**src/rtl/hc_pkg.sv**
```systemverilog
// Shared constants and FSM encoding for the timestamp producer and the
// hysteresis comparator that consumes its ts1/ts2 outputs.
package hc_pkg;

   typedef enum logic [1:0] {
      IDLE    = 2'd0,
      ARM     = 2'd1,
      MEASURE = 2'd2,
      PUBLISH = 2'd3
   } state_t;

   localparam int DEF_WIDTH = 8;
   // Hysteresis threshold of the comparator, kept beside the window settings.
   localparam int TH        = 5;

endpackage

```
**src/rtl/ts_capture_if.sv**
```systemverilog
// Bundle of the run control, event lines and published timestamps of ts_capture.
interface ts_capture_if
   import hc_pkg::*;
#(
   parameter int WIDTH = DEF_WIDTH
);

   // valid is a one-cycle strobe with no ready: the consumer must take ts1/ts2
   // in the cycle valid is high; ts1/ts2 then hold until the next strobe.
   logic             en;
   logic             evt1;
   logic             evt2;
   logic [WIDTH-1:0] ts1;
   logic [WIDTH-1:0] ts2;
   logic             valid;
   logic             busy;
   state_t           state;

   modport master (output en, evt1, evt2,
                   input  ts1, ts2, valid, busy, state);
   modport slave  (input  en, evt1, evt2,
                   output ts1, ts2, valid, busy, state);

endinterface

```
**src/rtl/sync_edge.sv**
```systemverilog
// Synchronizes one asynchronous event line and emits a one-cycle pulse on its
// rising edge, SYNC_STAGES cycles after the first edge that samples it high.
module sync_edge #(
   parameter int SYNC_STAGES = 2
) (
   input  logic clk,
   input  logic rst,
   input  logic d,
   output logic rise
);

   logic [SYNC_STAGES-1:0] sync_q;
   logic                   hist_q;

   if (SYNC_STAGES < 2) begin : g_bad_stages
      $error("sync_edge: SYNC_STAGES must be at least 2");
   end

   always_ff @(posedge clk or posedge rst) begin
      if (rst) begin
         sync_q <= '0;
         hist_q <= 1'b0;
      end else begin
         sync_q <= {sync_q[SYNC_STAGES-2:0], d};
         hist_q <= sync_q[SYNC_STAGES-1];
      end
   end

   assign rise = sync_q[SYNC_STAGES-1] & ~hist_q;

endmodule

```
**src/rtl/ts_capture.sv**
```systemverilog
// Repeating measurement window that records the first rising edge of two event
// lines as window-relative counts (0 = no event) and publishes them at window end.
module ts_capture
   import hc_pkg::*;
#(
   parameter int WIDTH       = DEF_WIDTH,
   parameter int WINDOW      = 200,
   parameter int SYNC_STAGES = 2
) (
   input logic         clk,
   input logic         rst,
   ts_capture_if.slave bus
);

   localparam logic [WIDTH-1:0] WIN_C = WIDTH'(WINDOW);

   if (WINDOW < 1 || WINDOW > (2**WIDTH) - 1) begin : g_bad_window
      $error("ts_capture: WINDOW must lie in 1 .. 2**WIDTH-1");
   end

   state_t           state_q, state_d;
   logic [WIDTH-1:0] cnt_q, cnt_d;
   logic [WIDTH-1:0] cap1_q, cap1_d;
   logic [WIDTH-1:0] cap2_q, cap2_d;
   logic [WIDTH-1:0] ts1_q, ts1_d;
   logic [WIDTH-1:0] ts2_q, ts2_d;
   logic             rise1, rise2;

   sync_edge #(.SYNC_STAGES(SYNC_STAGES)) u_sync1 (
      .clk (clk), .rst (rst), .d (bus.evt1), .rise (rise1)
   );

   sync_edge #(.SYNC_STAGES(SYNC_STAGES)) u_sync2 (
      .clk (clk), .rst (rst), .d (bus.evt2), .rise (rise2)
   );

   always_ff @(posedge clk or posedge rst) begin
      if (rst) begin
         state_q <= IDLE;
         cnt_q   <= '0;
         cap1_q  <= '0;
         cap2_q  <= '0;
         ts1_q   <= '0;
         ts2_q   <= '0;
      end else begin
         state_q <= state_d;
         cnt_q   <= cnt_d;
         cap1_q  <= cap1_d;
         cap2_q  <= cap2_d;
         ts1_q   <= ts1_d;
         ts2_q   <= ts2_d;
      end
   end

   always_comb begin
      state_d = state_q;
      cnt_d   = cnt_q;
      cap1_d  = cap1_q;
      cap2_d  = cap2_q;
      ts1_d   = ts1_q;
      ts2_d   = ts2_q;
      case (state_q)
         IDLE: begin
            if (bus.en) state_d = ARM;
         end
         ARM: begin
            cap1_d  = '0;
            cap2_d  = '0;
            cnt_d   = WIDTH'(1);
            state_d = MEASURE;
         end
         MEASURE: begin
            if (rise1 && cap1_q == '0) cap1_d = cnt_q;
            if (rise2 && cap2_q == '0) cap2_d = cnt_q;
            if (cnt_q == WIN_C) begin
               // An edge on the last window cycle has not reached cap yet.
               ts1_d   = (cap1_q == '0 && rise1) ? WIN_C : cap1_q;
               ts2_d   = (cap2_q == '0 && rise2) ? WIN_C : cap2_q;
               cnt_d   = '0;
               state_d = PUBLISH;
            end else begin
               cnt_d = cnt_q + WIDTH'(1);
            end
         end
         PUBLISH: begin
            state_d = bus.en ? ARM : IDLE;
         end
         default: state_d = IDLE;
      endcase
   end

   assign bus.ts1   = ts1_q;
   assign bus.ts2   = ts2_q;
   assign bus.valid = (state_q == PUBLISH);
   assign bus.busy  = (state_q != IDLE);
   assign bus.state = state_q;

endmodule

```
**src/flat_wrapper.sv**
```systemverilog
// flat-port wrapper written by rule: the top's interface ports become plain ports
module ts_capture_flat import hc_pkg::*;
#(
   parameter int WIDTH       = DEF_WIDTH,
   parameter int WINDOW      = 200,
   parameter int SYNC_STAGES = 2
)
  (clk, rst, bus_en, bus_evt1, bus_evt2, bus_ts1, bus_ts2, bus_valid, bus_busy, bus_state);
  ts_capture_if #(.WIDTH(WIDTH)) bus_i ();
  input logic clk;
  input logic rst;
  input wire logic [$bits(bus_i.en)-1:0] bus_en;
  input wire logic [$bits(bus_i.evt1)-1:0] bus_evt1;
  input wire logic [$bits(bus_i.evt2)-1:0] bus_evt2;
  output wire logic [$bits(bus_i.ts1)-1:0] bus_ts1;
  output wire logic [$bits(bus_i.ts2)-1:0] bus_ts2;
  output wire logic [$bits(bus_i.valid)-1:0] bus_valid;
  output wire logic [$bits(bus_i.busy)-1:0] bus_busy;
  output wire logic [$bits(bus_i.state)-1:0] bus_state;
  assign bus_i.en = bus_en;
  assign bus_i.evt1 = bus_evt1;
  assign bus_i.evt2 = bus_evt2;
  assign bus_ts1 = bus_i.ts1;
  assign bus_ts2 = bus_i.ts2;
  assign bus_valid = bus_i.valid;
  assign bus_busy = bus_i.busy;
  assign bus_state = bus_i.state;
  ts_capture #(.WIDTH(WIDTH), .WINDOW(WINDOW), .SYNC_STAGES(SYNC_STAGES)) u_core (.clk(clk), .rst(rst), .bus(bus_i));
endmodule
```
**config.mk**
```make
export PLATFORM = sky130hd
export DESIGN_NAME = ts_capture_flat
export DESIGN_NICKNAME = d
export VERILOG_FILES = /design/src/rtl/hc_pkg.sv /design/src/rtl/ts_capture_if.sv /design/src/rtl/sync_edge.sv /design/src/rtl/ts_capture.sv /design/src/flat_wrapper.sv
export SDC_FILE = /design/constraint.sdc
export NUM_CORES = 1
export LEC_CHECK = 0
export ABC_AREA = 1
export CAP_MARGIN = 0
export CELL_PAD_IN_SITES_DETAIL_PLACEMENT = 1
export CELL_PAD_IN_SITES_GLOBAL_PLACEMENT = 2
export CORE_AREA = 10 10 84 86
export CTS_CLUSTER_SIZE = 8
export DETAILED_ROUTE_END_ITERATION = 6
export DIE_AREA = 0 0 94 96
export DONT_BUFFER_PORTS = 1
export PLACE_DENSITY = 0.81
export SYNTH_ARGS = -nofsm -noshare
export SYNTH_HDL_FRONTEND = slang
export SYNTH_SLANG_ARGS = --single-unit
```
**constraint.sdc**
```tcl
create_clock -name clk -period 4.2 [get_ports clk]
set_input_delay 0 -clock clk [delete_from_list [all_inputs] [get_ports clk]]
set_output_delay 0 -clock clk [all_outputs]
set_load 0.01 [all_outputs]
```
== Word level (Yosys, flattened, before mapping) ==
Cells that the tools add are included.
Widths: inputs -> output; s select.
Operators by class
  add/subtract/negate cells: 1
  equality and inequality tests: 8
  muxes and demuxes: 12
  bitwise gates (word level): 4
  reductions and logical operators: 11
Operators by type and width (number)
  $pmux 8 s2: 3
  $mux 8: 5
  $logic_not 8->1: 2
  $add 8x1->8 const B: 1
  $eq 8x8->1 const B: 1
  $pmux 2 s4: 1
  $reduce_and 2->1: 4
  $ne 2x1->1 const B: 3
  $eq 2x2->1 const B: 2
  $mux 2: 2
  $reduce_bool 2->1: 2
  $and 1x1->1: 2
  $eq 2x1->1 const B: 1
  $logic_and 1x1->1: 2
  $logic_not 2->1: 1
  $ne 2x2->1 const B: 1
  $not 1->1: 2
  $mux 1: 1
Word-level totals
  bits in registers: 48
  input bits: 5
  output and inout bits: 20

== Longest topological paths before layout ==
Gate-level depths: netlist of run 1.
  depth after elaboration: 5
  depth in mapped cells: 10
  gate-level depth less buffers: 9

== By module ==
Synthesis of run 1 repeated with hierarchy kept, for this count alone.
Unflattened totals
  cell total of the unflattened synthesis: 274
  area total of the unflattened synthesis: 2306.0 um2
By module, submodules not included
  ts_capture: instances 1, cells an instance 262, area an instance 2128.3 um2, seq. area each 1051.0 um2
  sync_edge: instances 2, cells an instance 6, area an instance 88.8 um2, seq. area each 75.1 um2

== Worst setup path after synthesis of run 1 ==
OpenSTA, ideal clock, no wires.
  path type: register -> register
  start: reg u_core.state_q[0], in the netlist u_core.bus.state[0]
  end: reg u_core.cnt_q[7]
  library setup time: 0.077 ns
  arrival: 1.492 ns
  required time: 4.123 ns
  path slack: 2.630 ns
  stages on the path, launching flop included: 9
  buffers on the path: 0
  cells stage by stage: dfrtp_1 -> inv_1 -> ha_1 -> inv_1 -> nor2_1 -> nand4_1 -> nand2_1 -> inv_1 -> a21oi_1
Between the ends
  cells in the longest elaborated chain, start to end: 2
Ends and longest elaborated chain
  from (decl): RTL line ts_capture.sv:21  | state_t state_q, state_d;
  from (signal assigned): RTL line ts_capture.sv:46  | state_q <= state_d;
  $eq 2x2->1 or $eq 2x1->1 (tied branches): RTL line ts_capture.sv:62  | case (state_q)
  $pmux 8 s2 or $reduce_bool 2->1 (tied branches)
  to (signal assigned): RTL line ts_capture.sv:47  | cnt_q <= cnt_d;
  to (decl): RTL line ts_capture.sv:22  | logic [WIDTH-1:0] cnt_q, cnt_d;
Several ways; a longest one is shown, not always the timed one.
A chain may end at the register's enable or synchronous reset.

== Final worst setup path of run 1 ==
  start: reg u_core.state_q[0], in the netlist u_core.bus.state[0]
  end: reg u_core.ts1_q[4], in the netlist u_core.bus.ts1[4]
Between the ends
  cells in the longest elaborated chain, start to end: 2
Ends and longest elaborated chain
  $eq 2x2->1: RTL line ts_capture.sv:62
  $reduce_and 2->1 (no line)
  to (signal assigned): RTL line ts_capture.sv:50  | ts1_q <= ts1_d;
  to (decl): RTL line ts_capture.sv:25  | logic [WIDTH-1:0] ts1_q, ts1_d;
Every way passes these cells.

==> results of run 1 <==
==> cell type report <==
cell class,count,area (um^2)
inverter,33,124
fill,656,3060
sequential,48,1200
timing repair buffer,4,40.0
multi-input combinational,160,805
tap,72,90.1
clock buffer,8,90.1
==> power groups by stage <==
| stage | clock network, uW | registers (uW) | logic [uW] |
|---|---|---|---|
| floorplan | 0 | 552 | 250 |
| global placement | 0 | 571 | 314 |
| detailed placement | 0 | 572 | 319 |
| CTS | 292 | 563 | 326 |
| global route | 316 | 572 | 369 |
| finish | 278 | 560 | 313 |
==> path summary, 6_finish.rpt <==
| path | from | to | slack, ns |
|---|---|---|---|
| worst max-delay path | u_core.bus.state[0] | u_core.bus.ts1[4] | 2.06 |
| worst min-delay path | bus_en | u_core.bus.state[0] | 0.06 |
| worst max register to register | u_core.bus.state[0] | u_core.bus.ts1[4] | 2.06 |
| worst min register to register | u_core.u_sync1.sync_q[0] | u_core.u_sync1.sync_q[1] | 0.36 |
| max in group asynchronous | rst | u_core.cap2_q[5] | 3.18 |
| min in group asynchronous | rst | u_core.bus.state[0] | 0.38 |
==> stage by stage <==
step	power, uW	area, um^2	hold WS, ns	setup slack [ns]
floorplan	802	2170	0.0314	2.63
global placement	885	2220	0.0315	2.13
detailed placement	892	2220	0.0315	2.03
CTS	1180	2350	0.0600	2.01
global route	1260	2350	0.0963	1.82
finish	1150	2350	0.0568	2.06
==> layer usage <==
layer	vias to the layer above	wire length, um
met1	765	2220
met2	20	2220
met3	4	238
li1	788	-
met4	0	40
met5	-	0
==> worst max-delay path: stages (launching register included) <==
cell                      delay [ns]
sky130_fd_sc_hd__dfrtp_1        0.49
sky130_fd_sc_hd__inv_1          0.15
sky130_fd_sc_hd__ha_1           0.48
sky130_fd_sc_hd__inv_1          0.18
sky130_fd_sc_hd__nor2_4         0.28
sky130_fd_sc_hd__inv_2          0.24
sky130_fd_sc_hd__nand2_1        0.14
sky130_fd_sc_hd__o21ai_2        0.06
==> flip-flops by register name, summed over array words and instances (netlist names) <==
signal                 count
u_core.bus.state           2
u_core.cnt_q               8
u_core.u_sync2.hist_q      1
u_core.u_sync2.sync_q      2
u_core.u_sync1.hist_q      1
u_core.bus.ts1             8
u_core.cap2_q              8
u_core.bus.ts2             8
u_core.cap1_q              8
u_core.u_sync1.sync_q      2
==> logic make-up after synthesis <==
logic type,Yosys count,share of synthesized area (%)
AOI/OAI and AO/OA,22,6.33
xor gates and xnor gates,2,0.806
adders and majority gates,7,4.03
buffers and inverters,39,7.71
DFF,48,55.3
and+or+nand+nor,129,25.8
==> synth_stat cells (2+ instances only) <==
cell,instances
sky130_fd_sc_hd__dfrtp_1,48
sky130_fd_sc_hd__buf_2,2
sky130_fd_sc_hd__ha_1,7
sky130_fd_sc_hd__nand2_2,2
sky130_fd_sc_hd__inv_1,32
sky130_fd_sc_hd__nor3_1,3
sky130_fd_sc_hd__nand4_1,5
sky130_fd_sc_hd__a21oi_1,3
sky130_fd_sc_hd__nand2_1,73
sky130_fd_sc_hd__nand3_1,29
sky130_fd_sc_hd__buf_6,2
sky130_fd_sc_hd__o21ai_0,10
sky130_fd_sc_hd__xor2_1,2
sky130_fd_sc_hd__nor2_1,13
sky130_fd_sc_hd__o21ai_2,7
==> results_tabular.tex, run 1 <==
\begin{tabular}{lr}
\hline
Metric & Value \\
\hline
\multicolumn{2}{l}{\textbf{GRT}} \\
\quad Global-route track usage on met3 & 3.50\% \\
\quad Global-route wire length before repair & 8.19 mm \\
\quad Met2 Resource Use GR & 19.0\% \\
\quad Global-route total usage across every layer & 11.4\% \\
\quad Most heavily used metal layer in global routing & met2 \\
\quad GR met1 Demand/Resource & 14.1\% \\
\quad Number of global-route vias before repair & 1,674 \\
\quad Total overflow reported by the global router & 0 \\
\quad Largest net degree at the start of global routing & 49 \\
\quad Initial antenna violation count & 0 \\
\multicolumn{2}{l}{\textbf{Yosys}} \\
\quad Nets in the synthesized netlist & 259 \\
\quad Cell area after synthesis & 2170 um\^{}2 \\
\quad Fraction of registers with async set or reset after synthesis & 100\% \\
\quad Flip-flop cell with the highest count after synthesis & sky130\_fd\_sc\_hd\_\_dfrtp\_1 \\
\quad Share of the synthesized area in the top cell type & 55.3\% \\
\quad Number of enable flip-flop cells after synthesis & 0 \\
\quad Avg Cell Area, Syn & 8.80 um\^{}2 \\
\quad Share of the yosys chip area belonging to registers & 55.3\% \\
\quad Synthesis warning total & 0 \\
\quad Number of distinct standard cells referenced by the synthesized netlist & 24 \\
\quad Dominant cells by area after synthesis & sky130\_fd\_sc\_hd\_\_dfrtp\_1 (55\%), sky130\_fd\_sc\_hd\_\_nand2\_1 (13\%), sky130\_fd\_sc\_hd\_\_nand3\_1 (6.7\%) \\
\quad Post-Syn Instances & 247 \\
\quad FF+latch count, synth & 48 \\
\quad Library cell with the largest summed area after synthesis & sky130\_fd\_sc\_hd\_\_dfrtp\_1 \\
\multicolumn{2}{l}{\textbf{Placement}} \\
\quad DPL Wire Length & 3.48 mm \\
\quad Cell count after placement & 313 \\
\quad Routability congestion estimate from global placement & 0.689 \\
\quad Total of buffers placed on input and output ports & 0 \\
\multicolumn{2}{l}{\textbf{STA}} \\
\quad Max-slew violations & 0 \\
\quad Maximum frequency from static timing analysis & 0.468 GHz \\
\quad Setup\_tns & 0 ns \\
\quad Setup repair after global routing missed its margin & false \\
\quad Setup Skew & 0.00814 ns \\
\quad Endpoints failing setup & 0 \\
\quad Worst slew margin relative to its limit & 33.5\% \\
\quad Final min period & 2.14 ns \\
\quad Final period utilization & 50.8\% \\
\quad Final hold violation count & 0 \\
\quad Least-Margin Pin Slew & 0.997 ns \\
\multicolumn{2}{l}{\textbf{Clock tree}} \\
\quad Hold bufs inserted after CTS & 4 \\
\quad Maximum number of buffers from clock root to sink & 2 \\
\quad CTS tree & yes \\
\quad H-tree depth & 2 \\
\quad Insertion delay of the later-clocked pin in the worst-skew pair & 0.29 ns \\
\quad Post-CTS setup buffers & 0 \\
\quad Root Driver & sky130\_fd\_sc\_hd\_\_clkbuf\_8 \\
\quad Reg clk slew, reported paths & 0.08 ns \\
\quad TritonCTS buffer count & 5 \\
\quad Number of gates resized after CTS & 0 \\
\quad \# clock sinks & 48 \\
\multicolumn{2}{l}{\textbf{Worst setup path}} \\
\quad Data required time of the worst path & 4.38 ns \\
\quad Worst Path Max Fanout & 23 \\
\quad Critical path capture point type & register \\
\quad Category of the worst setup path launch point & register \\
\quad Register-to-Register Path Depth & 7 \\
\quad Arrival time at the worst endpoint & 2.31 ns \\
\quad Start-to-end type of the worst setup path & reg2reg \\
\multicolumn{2}{l}{\textbf{Detailed routing}} \\
\quad Mean number of vias per cell & 4.85 \\
\quad Total routed wirelength & 4.71 mm \\
\quad Number of nets with antenna violations after routing & 0 \\
\quad Number of detailed-routing iterations run before antenna repair & 4 \\
\quad Number of design-rule violations left by the first detailed-router iteration & 72 \\
\quad Average routed wire per standard cell & 14.5 um \\
\quad DR DRC count & 0 \\
\quad Via count & 1,577 \\
\multicolumn{2}{l}{\textbf{Finish}} \\
\quad Most frequent standard cell in the layout excluding fill and tap cells & sky130\_fd\_sc\_hd\_\_nand2\_1 \\
\quad Syn-to-layout area delta & 8.12\% \\
\quad Finished Core Util & 43.5\% \\
\quad Share of final-layout standard cells stronger than drive strength 1 & 7.91\% \\
\quad Most frequent cells in the layout & sky130\_fd\_sc\_hd\_\_nand2\_1 (73), sky130\_fd\_sc\_hd\_\_dfrtp\_1 (48), sky130\_fd\_sc\_hd\_\_inv\_1 (31) \\
\quad Nets@finish & 264 \\
\quad Final Non-Filler Cells & 325 \\
\quad Inserted Diodes & 0 \\
\multicolumn{2}{l}{\textbf{Die}} \\
\quad Number of primary I/O pins & 25 \\
\quad Die X-Extent & 94 um \\
\quad Die height & 96 um \\
\quad Site Rows & 27 \\
\quad Core box area & 5410 um\^{}2 \\
\quad Effective utilization at floorplan & 40.2\% \\
\quad Total die area & 9020 um\^{}2 \\
\multicolumn{2}{l}{\textbf{Job}} \\
\quad \# Max-Cap Violations & 0 \\
\multicolumn{2}{l}{\textbf{Power}} \\
\quad Power density over the cells & 490 nW/um\^{}2 \\
\quad Leakage power total & 0.00122 uW \\
\quad Clk network pwr share & 24.1\% \\
\quad Largest vdd supply drop & 0.000236 V \\
\quad Internal power summed over all cells & 730 uW \\
\quad Sequential share of power & 48.7\% \\
\quad Reported net switching power & 422 uW \\
\quad Switching part of the total & 36.6\% \\
\quad Logic pwr share & 27.2\% \\
\multicolumn{2}{l}{\textbf{Worst hold path}} \\
\quad Hold-critical path depth & 4 \\
\quad HP Class & in2reg \\
\multicolumn{2}{l}{\textbf{Outcome}} \\
\quad Status & finished clean \\
\hline
\end{tabular}
No activity file was read; power rests on OpenSTA's default activity.
==> inputs of run 2 (changes only) <==
Settings changed: CORE_AREA 10 10 84 86 to 10 10 91 93, DIE_AREA 0 0 94 96 to 0 0 101 103, PLACE_DENSITY 0.81 to 0.73.
Clock period 4.2 ns to 1.95 ns, I/O delays scaled along.
==> run 2 against run 1 <==
  * Combinational power rose by 150%
  * Non-clock buffer count is 6 higher
  * Global-route usage fell by 1.6 points
  * Sequential power rose by 110%
  * Sequential cell count stayed put
  * Routed wire length increased by 2.9%
  * Clock power grew to 3.0 times the previous value
  * Setup slack lost 1.8 ns
  * Total power up 140%
  * Cell area increased by 4.5%
  * Largest power group unchanged
  * Core utilization down 6.1 points
  * Highest routed layer unchanged
==> results_tabular.tex, run 2 (same netlist as run 1, synthesis figures left out) <==
\begin{tabular}{lr}
\hline
Metric & Value \\
\hline
\multicolumn{2}{l}{\textbf{Worst setup path}} \\
\quad Critical path capture point type & register \\
\quad Arrival time at the worst endpoint & 1.85 ns (-0.46 ns) \\
\quad Worst Path Max Fanout & 16 (-30\%) \\
\quad Data required time of the worst path & 2.14 ns (-2.24 ns) \\
\quad Start-to-end type of the worst setup path & reg2reg \\
\quad Category of the worst setup path launch point & register \\
\quad Register-to-Register Path Depth & 6 (-1) \\
\multicolumn{2}{l}{\textbf{Detailed routing}} \\
\quad Number of nets with antenna violations after routing & 0 (unchanged) \\
\quad Number of detailed-routing iterations run before antenna repair & 4 (unchanged) \\
\quad DR DRC count & 0 (unchanged) \\
\quad Number of design-rule violations left by the first detailed-router iteration & 44 (-39\%) \\
\quad Mean number of vias per cell & 4.73 (-2.4\%) \\
\quad Average routed wire per standard cell & 14.4 um (-1.0\%) \\
\quad Via count & 1,600 (+1.5\%) \\
\quad Total routed wirelength & 4.85 mm (+2.9\%) \\
\multicolumn{2}{l}{\textbf{GRT}} \\
\quad Global-route wire length before repair & 8.14 mm (-0.59\%) \\
\quad Largest net degree at the start of global routing & 27 (-45\%) \\
\quad Total overflow reported by the global router & 0 (unchanged) \\
\quad Global-route total usage across every layer & 9.80\% (-1.6 points) \\
\quad Initial antenna violation count & 0 (unchanged) \\
\quad Number of global-route vias before repair & 1,667 (-0.42\%) \\
\multicolumn{2}{l}{\textbf{Worst hold path}} \\
\quad Hold-critical path depth & 4 (unchanged) \\
\quad HP Class & in2reg \\
\multicolumn{2}{l}{\textbf{Clock tree}} \\
\quad Maximum number of buffers from clock root to sink & 2 (unchanged) \\
\quad Root Driver & sky130\_fd\_sc\_hd\_\_clkbuf\_8 \\
\quad \# clock sinks & 48 (unchanged) \\
\quad TritonCTS buffer count & 5 (unchanged) \\
\quad Insertion delay of the later-clocked pin in the worst-skew pair & 0.30 ns (about the same) \\
\quad Number of gates resized after CTS & 0 (unchanged) \\
\quad Reg clk slew, reported paths & 0.09 ns (about the same) \\
\quad CTS tree & yes \\
\quad H-tree depth & 2 (unchanged) \\
\multicolumn{2}{l}{\textbf{STA}} \\
\quad Final min period & 1.67 ns (-0.467 ns) \\
\quad Final period utilization & 85.6\% (+35 points) \\
\quad Least-Margin Pin Slew & 0.589 ns (-0.408 ns) \\
\quad Worst hold margin & 0.0188 ns (-0.0380 ns) \\
\quad Setup\_tns & 0 ns (unchanged) \\
\quad Endpoints failing setup & 0 (unchanged) \\
\quad Max-slew violations & 0 (unchanged) \\
\quad Worst slew margin relative to its limit & 60.7\% (+27 points) \\
\quad Setup Skew & 0.00650 ns (-0.00164 ns) \\
\quad Maximum frequency from static timing analysis & 0.599 GHz (+28\%) \\
\quad Final hold violation count & 0 (unchanged) \\
\quad Setup repair after global routing missed its margin & false \\
\multicolumn{2}{l}{\textbf{Die}} \\
\quad Total die area & 10,400 um\^{}2 (+15\%) \\
\quad Die height & 103 um (+7.3\%) \\
\quad Core box area & 6570 um\^{}2 (+22\%) \\
\quad Die X-Extent & 101 um (+7.4\%) \\
\quad Effective utilization at floorplan & 33.1\% (-7.1 points) \\
\quad Site Rows & 30 (+11\%) \\
\quad Number of primary I/O pins & 25 (unchanged) \\
\multicolumn{2}{l}{\textbf{Finish}} \\
\quad Final Instance Area & 2460 um\^{}2 (+4.5\%) \\
\quad Share of final-layout standard cells stronger than drive strength 1 & 10.5\% (+2.6 points) \\
\quad Most frequent standard cell in the layout excluding fill and tap cells & sky130\_fd\_sc\_hd\_\_nand2\_1 \\
\quad Nets@finish & 270 (+2.3\%) \\
\quad Inserted Diodes & 0 (unchanged) \\
\quad Fillcell total & 781 (+19\%) \\
\quad Final Non-Filler Cells & 338 (+4.0\%) \\
\quad Most frequent cells in the layout & sky130\_fd\_sc\_hd\_\_nand2\_1 (73), sky130\_fd\_sc\_hd\_\_dfrtp\_1 (48), sky130\_fd\_sc\_hd\_\_inv\_1 (31) \\
\quad Multi-input logic area & 805 um\^{}2 (unchanged) \\
\quad Register area & 1200 um\^{}2 (unchanged) \\
\quad Syn-to-layout area delta & 13.0\% \\
\multicolumn{2}{l}{\textbf{Placement}} \\
\quad Area of placed instances & 2290 um\^{}2 (+3.0\%) \\
\quad Total of buffers placed on input and output ports & 0 (unchanged) \\
\quad Routability congestion estimate from global placement & 0.739 (+7.2\%) \\
\quad DPL Wire Length & 3.57 mm (+2.6\%) \\
\quad Cell count after placement & 327 (+4.5\%) \\
\multicolumn{2}{l}{\textbf{Power}} \\
\quad Power density over the cells & 1140 nW/um\^{}2 (+130\%) \\
\quad Largest vdd supply drop & 0.000606 V (+160\%) \\
\quad Leakage power total & 0.00127 uW (+4.4\%) \\
\multicolumn{2}{l}{\textbf{Job}} \\
\quad \# Max-Cap Violations & 0 (unchanged) \\
\multicolumn{2}{l}{\textbf{Outcome}} \\
\quad Status & finished clean \\
\hline
\end{tabular}
## run 2: cell count changes in the layout (fill, tap and decap cells not counted)
| cell | change |
|---|---|
| sky130_fd_sc_hd__buf_12 | +1 |
| sky130_fd_sc_hd__buf_4 | +5 |
| sky130_fd_sc_hd__bufinv_16 | +2 |
| sky130_fd_sc_hd__clkbuf_1 | -2 |
| sky130_fd_sc_hd__clkbuf_8 | -1 |
## run 2: what timing repair did
item	CTS	global route
endpoints found under the hold margin	29	0
buffers inserted	0	0
hold buffers	4	0
## run 2: where the power goes
group          total (uW)  internal, uW  leakage, uW  switching (uW)
Clock                 837           505    0.0000642             332
Combinational         782           239     0.000560             542
Sequential           1170          1090     0.000648            82.3
## run 2: worst paths after layout
path	start	end	slack, ns
min in group asynchronous	rst	u_core.bus.ts2[2]	0.22
worst max register to register	u_core.bus.state[1]	u_core.cap1_q[0]	0.28
worst min-delay path	bus_en	u_core.bus.state[0]	0.02
max in group asynchronous	rst	u_core.cnt_q[7]	1.20
worst min register to register	u_core.u_sync1.sync_q[0]	u_core.u_sync1.sync_q[1]	0.35
worst max-delay path	u_core.bus.state[1]	u_core.cap1_q[0]	0.28
## run 2: through the flow
stage               setup WS (ns)  util [%]  total power (uW)
CTS                         0.252      37.4              2850
floorplan                   0.380         -              1730
global route               0.0953      37.4              3000
global placement            0.341      34.8              1970
finish                      0.281      37.4              2790
detailed placement          0.275      34.8              1990
## run 2: layer usage
metal  global-route usage (%)  up-vias  share of wire (%)
li1                         -      804                  -
met3                     3.49        5                6.0
met1                     11.8      762                 48
met2                     16.0       29                 45
met5                        0        -                  0
met4                     3.00        0                1.2
## run 2: worst max-delay path: stages (launching register included)
cell and delay, ns:
sky130_fd_sc_hd__dfrtp_1 0.39, sky130_fd_sc_hd__buf_4 0.16, sky130_fd_sc_hd__ha_1 0.23, sky130_fd_sc_hd__inv_1 0.14
sky130_fd_sc_hd__nand2_1 0.35, sky130_fd_sc_hd__nand3_1 0.22, sky130_fd_sc_hd__nand2_1 0.07
## run 2: final cells by class
cell class	count	share of cell area [%]
multi-input combinational	160	32.8
clock buffer	5	2.80
inverter	33	5.04
sequential	48	48.9
clock inverter	2	2.45
tap	80	4.08
timing repair buffer	10	3.97
